## config.mk

```make
export PLATFORM = sky130hd
export DESIGN_NAME = i2c_master_ctrl
export DESIGN_NICKNAME = d
export VERILOG_FILES = /design/src/rtl/i2c_pkg.sv /design/src/rtl/i2c_bit_timer.sv /design/src/rtl/i2c_master_ctrl.sv
export SDC_FILE = /design/constraint.sdc
export NUM_CORES = 1
export LEC_CHECK = 0
export ABC_AREA = 1
export BUFFER_PORTS_ARGS = -buffer_cell sky130_fd_sc_hd__buf_2
export CAP_MARGIN = 20
export CORE_UTILIZATION = 53
export CTS_BUF_LIST = sky130_fd_sc_hd__clkbuf_4
export CTS_CLUSTER_DIAMETER = 50
export DETAILED_ROUTE_END_ITERATION = 6
export PLACE_DENSITY = 0.78
export SETUP_SLACK_MARGIN = 0.3
export SKIP_CTS_REPAIR_TIMING = 1
export SYNTH_ARGS = -nofsm -noshare
export SYNTH_HDL_FRONTEND = slang
export SYNTH_SLANG_ARGS = --single-unit
```

## constraint.sdc

```tcl
create_clock -name clk -period 1.6 [get_ports clk]
set_clock_uncertainty 0.2 [all_clocks]
set_input_delay 0.08 -clock clk [delete_from_list [all_inputs] [get_ports clk]]
set_output_delay 0.08 -clock clk [all_outputs]
set_load 0.01 [all_outputs]
```

## src/rtl/i2c_pkg.sv

```systemverilog
// Shared types and constants for the single-byte I2C master.
// FSM state and quarter encodings, byte size and ACK/NACK levels.
package i2c_pkg;

    typedef enum logic [2:0] {
        S_IDLE,
        S_START,
        S_ADDR,
        S_ADDR_ACK,
        S_DATA,
        S_DATA_ACK,
        S_STOP
    } state_e;

    typedef enum logic [1:0] {
        Q0,
        Q1,
        Q2,
        Q3
    } quarter_e;

    localparam int   BITS_PER_BYTE = 8;
    localparam logic ACK           = 1'b0;
    localparam logic NACK          = 1'b1;

    // Open-drain: a 0 bit pulls the line low, a 1 bit releases it.
    function automatic logic drive_bit(input logic b);
        return ~b;
    endfunction

endpackage

```

## src/rtl/i2c_bit_timer.sv

```systemverilog
// Quarter-slot timer for the I2C master: CLK_DIV clocks per quarter.
// Ports: run enables counting, i_scl stretch input, quarter/sample/slot_done out.
module i2c_bit_timer
    import i2c_pkg::*;
#(
    parameter int CLK_DIV = 125
) (
    input  logic     clk,
    input  logic     rst,
    input  logic     run,
    input  logic     i_scl,
    output quarter_e quarter,
    output logic     sample,
    output logic     slot_done
);

    localparam int            CW   = $clog2(CLK_DIV);
    localparam logic [CW-1:0] LAST = CW'(CLK_DIV - 1);

    logic [CW-1:0] cnt_q, cnt_d;
    quarter_e      qtr_q, qtr_d;
    logic          wrap;

    assign wrap = (cnt_q == LAST);

    always_comb begin
        cnt_d = cnt_q;
        qtr_d = qtr_q;
        if (!run) begin
            cnt_d = '0;
            qtr_d = Q0;
        end else if (qtr_q == Q1 && !i_scl) begin
            // SCL released but still low: a slave is stretching.
            cnt_d = cnt_q;
        end else if (wrap) begin
            cnt_d = '0;
            qtr_d = quarter_e'(qtr_q + 2'd1);
        end else begin
            cnt_d = cnt_q + 1'b1;
        end
    end

    always_ff @(posedge clk or negedge rst) begin
        if (!rst) begin
            cnt_q <= '0;
            qtr_q <= Q0;
        end else begin
            cnt_q <= cnt_d;
            qtr_q <= qtr_d;
        end
    end

    assign quarter   = qtr_q;
    assign sample    = run && (qtr_q == Q2) && (cnt_q == '0);
    assign slot_done = run && (qtr_q == Q3) && wrap;

endmodule

```

## src/rtl/i2c_master_ctrl.sv

```systemverilog
// Single-byte I2C master: START, addr+R/W, ACK, one data byte, STOP.
// Ports: req_* request in, rsp_* result out, i_/o_ SCL/SDA open-drain bus.
module i2c_master_ctrl
    import i2c_pkg::*;
#(
    parameter int CLK_DIV = 125
) (
    input  logic       clk,
    input  logic       rst,
    input  logic       req_valid,
    output logic       req_ready,
    input  logic [6:0] req_addr,
    input  logic       req_rw,
    input  logic [7:0] req_wdata,
    output logic       rsp_valid,
    output logic [7:0] rsp_rdata,
    output logic       rsp_nack,
    output logic       busy,
    input  logic       i_scl,
    input  logic       i_sda,
    output logic       o_scl,
    output logic       o_sda,
    output logic       o_scl_en,
    output logic       o_sda_en
);

    localparam logic [2:0] LAST_BIT = 3'(BITS_PER_BYTE - 1);

    state_e     state_q, state_d;
    logic [2:0] bit_cnt_q, bit_cnt_d;
    logic [7:0] addr_sh_q, addr_sh_d;
    logic [7:0] data_q, data_d;
    logic       rw_q, rw_d;
    logic       nack_q, nack_d;
    logic [7:0] rdata_q, rdata_d;
    logic       rsp_valid_q, rsp_valid_d;

    quarter_e   quarter;
    logic       sample;
    logic       slot_done;
    logic       run;
    logic       accept;
    logic       mid_low;
    logic       scl_en;
    logic       sda_en;

    assign run = (state_q != S_IDLE);

    i2c_bit_timer #(
        .CLK_DIV(CLK_DIV)
    ) u_timer (
        .clk      (clk),
        .rst      (rst),
        .run      (run),
        .i_scl    (i_scl),
        .quarter  (quarter),
        .sample   (sample),
        .slot_done(slot_done)
    );

    // Ready stays low through the rsp_valid cycle.
    assign req_ready = (state_q == S_IDLE) && !rsp_valid_q;
    assign busy      = ~req_ready;
    assign accept    = req_valid && req_ready;

    always_comb begin
        state_d     = state_q;
        bit_cnt_d   = bit_cnt_q;
        addr_sh_d   = addr_sh_q;
        data_d      = data_q;
        rw_d        = rw_q;
        nack_d      = nack_q;
        rdata_d     = rdata_q;
        rsp_valid_d = 1'b0;
        unique case (state_q)
            S_IDLE: begin
                if (accept) begin
                    state_d   = S_START;
                    addr_sh_d = {req_addr, req_rw};
                    rw_d      = req_rw;
                    // Reads shift into a cleared register.
                    data_d    = req_rw ? 8'h00 : req_wdata;
                    nack_d    = 1'b0;
                    rdata_d   = 8'h00;
                    bit_cnt_d = '0;
                end
            end
            S_START: begin
                if (slot_done) state_d = S_ADDR;
            end
            S_ADDR: begin
                if (slot_done) begin
                    addr_sh_d = {addr_sh_q[6:0], 1'b0};
                    if (bit_cnt_q == LAST_BIT) begin
                        bit_cnt_d = '0;
                        state_d   = S_ADDR_ACK;
                    end else begin
                        bit_cnt_d = bit_cnt_q + 3'd1;
                    end
                end
            end
            S_ADDR_ACK: begin
                if (sample) nack_d = i_sda;
                if (slot_done) state_d = nack_q ? S_STOP : S_DATA;
            end
            S_DATA: begin
                if (sample && rw_q) data_d = {data_q[6:0], i_sda};
                if (slot_done) begin
                    if (!rw_q) data_d = {data_q[6:0], 1'b0};
                    if (bit_cnt_q == LAST_BIT) begin
                        bit_cnt_d = '0;
                        state_d   = S_DATA_ACK;
                    end else begin
                        bit_cnt_d = bit_cnt_q + 3'd1;
                    end
                end
            end
            S_DATA_ACK: begin
                if (sample && !rw_q && i_sda == NACK) nack_d = 1'b1;
                if (slot_done) state_d = S_STOP;
            end
            S_STOP: begin
                if (slot_done) begin
                    state_d     = S_IDLE;
                    rsp_valid_d = 1'b1;
                    rdata_d     = rw_q ? data_q : 8'h00;
                end
            end
            default: state_d = S_IDLE;
        endcase
    end

    assign mid_low = (quarter == Q0) || (quarter == Q3);

    always_comb begin
        scl_en = 1'b0;
        sda_en = 1'b0;
        unique case (state_q)
            S_IDLE: begin
                scl_en = 1'b0;
            end
            S_START: begin
                scl_en = (quarter == Q3);
                sda_en = (quarter == Q2) || (quarter == Q3);
            end
            S_ADDR: begin
                scl_en = mid_low;
                sda_en = drive_bit(addr_sh_q[7]);
            end
            S_DATA: begin
                scl_en = mid_low;
                sda_en = !rw_q && drive_bit(data_q[7]);
            end
            S_ADDR_ACK, S_DATA_ACK: begin
                // Read data ACK slot: master leaves SDA high (NACK).
                scl_en = mid_low;
            end
            S_STOP: begin
                scl_en = (quarter == Q0);
                sda_en = (quarter == Q0) || (quarter == Q1);
            end
            default: scl_en = 1'b0;
        endcase
    end

    always_ff @(posedge clk or negedge rst) begin
        if (!rst) begin
            state_q     <= S_IDLE;
            bit_cnt_q   <= '0;
            addr_sh_q   <= '0;
            data_q      <= '0;
            rw_q        <= 1'b0;
            nack_q      <= 1'b0;
            rdata_q     <= '0;
            rsp_valid_q <= 1'b0;
        end else begin
            state_q     <= state_d;
            bit_cnt_q   <= bit_cnt_d;
            addr_sh_q   <= addr_sh_d;
            data_q      <= data_d;
            rw_q        <= rw_d;
            nack_q      <= nack_d;
            rdata_q     <= rdata_d;
            rsp_valid_q <= rsp_valid_d;
        end
    end

    assign rsp_valid = rsp_valid_q;
    assign rsp_rdata = rdata_q;
    assign rsp_nack  = nack_q;
    assign o_scl     = 1'b0;
    assign o_sda     = 1'b0;
    assign o_scl_en  = scl_en;
    assign o_sda_en  = sda_en;

endmodule

```

== Yosys cells after proc, flatten, opt, wreduce, memory -nomap -nowiden ==
Index checks and enable logic that the tools add are counted.
Storage, ports and cells
  register bits after elaboration: 42
  bits of input ports: 21
  output and inout bits: 16
  logic and storage cells: 119
Operators by class
  $add $sub $neg: 3
  equality and inequality tests: 25
  mux-type cells: 42
  bitwise operators: 3
  reductions and logical operators: 36
Operators by type and width (number)
  $mux 8: 10
  $pmux 8 s2: 3
  $mux 3: 12
  $ne 2x2->1 const B: 13
  $mux 7: 3
  $pmux 3 s7: 1
  $eq 3x3->1 const B: 4
  $logic_and 1x1->1: 11
  $reduce_and 3->1: 3
  $reduce_and 9->1: 1
  $mux 2: 4
  $reduce_bool 2->1: 4
  $add 7x1->7 const B: 1
  $eq 7x7->1 const B: 1
  $logic_not 7->1: 1
  $eq 3x2->1 const B: 2
  $pmux 1 s3: 2
  $pmux 3 s2: 1
  $reduce_and 2->1: 3
  $reduce_bool 3->1: 2
  $mux 1: 5
  $eq 2x2->1 const B: 2
  $pmux 1 s4: 1
  $reduce_and 4->1: 1
  other kinds (12): 18

== Logic depth before layout (Yosys ltp) ==
  word-level depth: 8
  mapped depth: 11
  gate-level depth less buffers: 10

== Hierarchy ==
From an unflattened synthesis, not the netlist that was laid out.
Unflattened totals
  cells, all modules: 338
  area, all modules: 2591.2 µm²
By module, submodules not included
  i2c_master_ctrl: instances 1, cells an instance 257, area each 1963.1 µm², seq. area each 825.8 µm²
  i2c_bit_timer: instances 1, cells an instance 81, area each 628.1 µm², seq. area each 225.2 µm²

== Least setup slack after synthesis ==
OpenSTA, ideal clock, no wires.
  path kind: register to register
  from: reg state_q[1]
  to: reg u_timer.cnt_q[4]
  setup time: 0.123 ns
  arrival time: 1.461 ns
  data required time: 1.277 ns
  slack: -0.184 ns
  cell stages (with the launch flop): 8
  buffers on the path: 0
  clock period less this slack: 1.784 ns
  cell sequence: dfrtp_1 > nor2_1 > nand2_2 > nand2_2 > inv_1 > nor2_1 > o21bai_1 > a21oi_1
Between the ends
  longest elaborated chain between the ends: 2
  elaborated cells on any way between the ends: 3
  classes of those cells: 1 x eq/ne; 1 x mux; 1 x reduce/logical
RTL lines
  from (decl): line i2c_master_ctrl.sv:29  | state_e state_q, state_d;
  from (signal assigned): line i2c_master_ctrl.sv:177  | state_q <= state_d;
  $reduce_bool 3->1 (*): line i2c_master_ctrl.sv:47  | assign run = (state_q != S_IDLE);
  $ne 2x2->1 (no source line) or $mux 7 (tied branches)
  to (signal assigned): line i2c_bit_timer.sv:48  | cnt_q <= cnt_d;
  to (decl): line i2c_bit_timer.sv:20  | logic [CW-1:0] cnt_q, cnt_d;
Mark *: on every way between the ends. The rest lies on a longest branch, timed or not.
A chain may end at the register's enable or synchronous reset.

== Worst setup path in the final report ==
  from: reg state_q[1]
  to: reg data_q[7]
Between the ends
  longest elaborated chain between the ends: 8
  elaborated cells on any way between the ends: 17
  classes of those cells: 2 x eq/ne; 4 x mux; 11 x reduce/logical
RTL lines
  $reduce_bool 3->1: line i2c_master_ctrl.sv:47
  $logic_and 1x1->1 (2 in a row): line i2c_bit_timer.sv:54  | assign sample = run && (qtr_q == Q2) && (cnt_q == '0);
  $logic_and 1x1->1: line i2c_master_ctrl.sv:107  | if (sample && rw_q) data_d = {data_q[6:0], i_sda};
  $mux 8: line i2c_master_ctrl.sv:107
  $mux 8: line i2c_master_ctrl.sv:109  | if (!rw_q) data_d = {data_q[6:0], 1'b0};
  $mux 8: line i2c_master_ctrl.sv:108  | if (slot_done) begin
  $pmux 8 s2: line i2c_master_ctrl.sv:75  | unique case (state_q)
  to (signal assigned): line i2c_master_ctrl.sv:180  | data_q <= data_d;
  to (decl): line i2c_master_ctrl.sv:32  | logic [7:0] data_q, data_d;
Parallel ways exist; a longest one is shown, timed or not.

==> key figures <==
Timing
  • Min Tclk post-route: 1950 ps
  • Hold Worst Slack: -68.7 ps
  • Crit share post-route: 1.22
  • Final worst setup slack: -354 ps
  • Setup TNS: -8610 ps
  • Final Hold Fails: 15
  • Fmax: 512 MHz
  • RSZ-0062 raised after global routing: true
  • Slew Viols, Final: 0
  • # setup viols final: 45

Worst setup path
  • CP top delay family: simple AND/OR/NAND/NOR gates
  • CP startpoint kind: register
  • Reg-to-Reg Start: state_q[1]
  • WP data required: 1680 ps
  • Reg2reg path depth: 10
  • Reg2reg end: data_q[7]
  • Worst Path Max Fanout: 8
  • CP Capture Type: register
  • Largest stage delay on the critical path: 460 ps
  • Crit-path slowest cell: dfrtp_2
  • Reg-to-reg setup timing slack: -350 ps
  • Cells along the critical path: buf_4 -> nor2_4 -> buf_4 -> a21oi_2 -> nand3_2 -> nand2_2 -> nand2_4 -> nand2_1 -> nor2_1 -> nor2_1
  • WP buf/inv: 2
  • Critical Path AT: 2030 ps
  • WS Path Type: reg -> reg

Drt
  • Vias/cell: 5.74
  • Drt drc: 0
  • First-pass detailed-route iteration total: 5
  • DR vias: 2814
  • Antenna-violating nets left: 0
  • Final wirelength: a little under 8000 um
  • WL/cell: 15.9 um
  • First DRT Iteration DRCs: 284

Clock tree
  • H-tree depth: 2
  • CTS Buffer Depth: 2
  • Num Clock Sinks: 42
  • TritonCTS buffer count: 5
  • CTS tree: done
  • Root Buffer Master: clkbuf_4
  • CTS clk-pin slew, worst paths: ~140 ps
  • Clock latency at the later pin of the worst-skew pair: 380 ps

Finish
  • Filler cell count: 216
  • Area growth, synth to finish: 49.5%
  • Final Util: 0.831
  • ANT cells: 0
  • Layout cells sized above 1: 0.409
  • Most common cell after layout, fill and taps aside: nand2_1
  • Final #Nets: 466
  • Most frequent cells in the layout: nand2_1 (65), dfrtp_1 (39), buf_4 (38), nor2_1 (33), buf_2 (32)

Pwr
  • Sequential Power Share: 0.287
  • Clk pwr share: 0.086
  • Gate power share: 0.627
  • P_sw: about 3100 uW
  • Internal power: ~3500 uW
  • Leak Pwr: 0.00181 uW
  • Switching share of total power: 0.473
  • Power per cell area: 1810 nW/um2
  • VDD IR max: 0.929 mV

Global routing
  • GRT Resource Usage Total: 0.249
  • First-pass GRT wire length: 9790 um
  • Initial antenna violation count: 0
  • Congestion Overflow GR: 0
  • Vias in the first global route: between 2000 and 2500
  • Largest net degree at the start of global routing: 18

Worst hold path
  • Worst hold path class: in -> async

Floorplanning
  • I/O Pins: 37
  • Chip height: between 70 and 80 um
  • Initial Util: 0.556
  • Core ar.: 4410 um2
  • Rows: 24
  • Die Wd: 70.1 um
  • Die area: 4910 um2

Outcome
  • Failing checks: negative hold slack, negative setup slack
  • Outcome: finished with violations

Yosys
  • Flop and latch count out of synthesis: 42
  • Cell Area, Synth: 2450 um2
  • Mapped Avg Cell Area: around 7.4 um2
  • Leading area contributor after synthesis: dfrtp_1
  • Top cells by area, synth: dfrtp_1 (43%), nand2_1 (12%), nor2_1 (7.6%)
  • Synthesis Warnings: 0
  • Synth unique cells: 31
  • Register area share after synthesis: 0.428
  • Syn Inst Count: 332
  • Top-area cell type share of the netlist area: 0.428

Place
  • GP Congestion: 0.868
  • Port bufs: 34
  • Detail Placement HPWL: 4290 um

Flow run
  • Max-cap viol count: 0
## cell type report
type,instances,area [um2],area share
Clock buffer,5,37.5,0.0102
Clock inverter,3,25.0,0.00682
Inverter,45,186,0.0508
Multi-Input combinational cell,239,1480,0.403
Sequential cell,42,1050,0.287
Tap cell,52,65.1,0.0177
Timing Repair Buffer,104,823,0.224
## Yosys cell counts (all sizes together)
cell type,n
nand2,82
nor2,54
inv,45
dfrtp,42
nand3,28
a21oi,24
o21ai,19
ha,8
a31oi,7
buf,6
nor3,4
clkbuf,2
nand4,2
o22ai,2
a22oi,1
and2,1
conb,1
o2111ai,1
o21bai,1
or2,1
xor2,1
## metrics by stage
stage / hold slack [ps] / setup slack [ps] / power, uW / cells / instance area, um2
2_1_floorplan: -416 / -122 / 3830 / 333 / 2560
3_3_place_gp: -190 / -118 / 4750 / 446 / 2990
3_5_place_dp: -189 / -225 / 4870 / 446 / 2990
4_1_cts: -601 / -403 / 5440 / 454 / 3050
5_1_grt: -46.7 / -423 / 7050 / 490 / 3670
6_report: -68.7 / -354 / 6650 / 490 / 3670
## metal layers
metal  GRT usage  wire (um)  vias up  share of wire
met5           0          0        -              0
met4       0.113        313        0          0.040
met3      0.0346        581       43          0.074
met2       0.403       3850      171           0.49
met1       0.333       3060     1323           0.39
li1            -          -     1277              -
## cell families (layout without fill, tap and decap cells)
group / Yosys count / after routing / synth area share
flip-flops: 42 / 42 / 0.428
other: 1 / 2 / 0.00153
adder cells (fa/ha/maj): 8 / 8 / 0.0408
buffers and inverters: 53 / 157 / 0.0963
AO/OA/AOI/OAI: 55 / 55 / 0.125
XOR/XNOR: 1 / 1 / 0.00357
AND/OR/NAND/NOR: 172 / 173 / 0.305
## power groups by stage
| stage | clock network [uW] | logic (uW) | registers [uW] |
|---|---|---|---|
| after floorplan | 0 | 1910 | 1910 |
| after global placement | 0 | 2900 | 1860 |
| after detailed placement | 0 | 2990 | 1870 |
| after CTS | 577 | 3020 | 1850 |
| after global routing | 617 | 4490 | 1950 |
| final | 572 | 4170 | 1910 |
## state kept, by name, summed over array words and instances (netlist names)
register and count:
addr_sh_q 8, bit_cnt_q 3, data_q 8, rsp_nack 1
rsp_rdata 8, rsp_valid 1, rw_q 1, state_q 3
u_timer.cnt_q 7, u_timer.quarter 2
## worst max path at each step
stage	end	slack, ps	cells past startpoint	startpoint
final	data_q[7]	-350	10	state_q[1]
after global routing	o_scl_en	-420	8	state_q[0]
after CTS	o_sda_en	-400	5	u_timer.quarter[0]
after detailed placement	rsp_rdata[6]	-220	10	u_timer.cnt_q[1]
after global placement	rsp_rdata[4]	-120	10	u_timer.cnt_q[1]
after floorplan	rsp_rdata[3]	-120	11	u_timer.cnt_q[0]
Power figures use the tool's default switching activity.
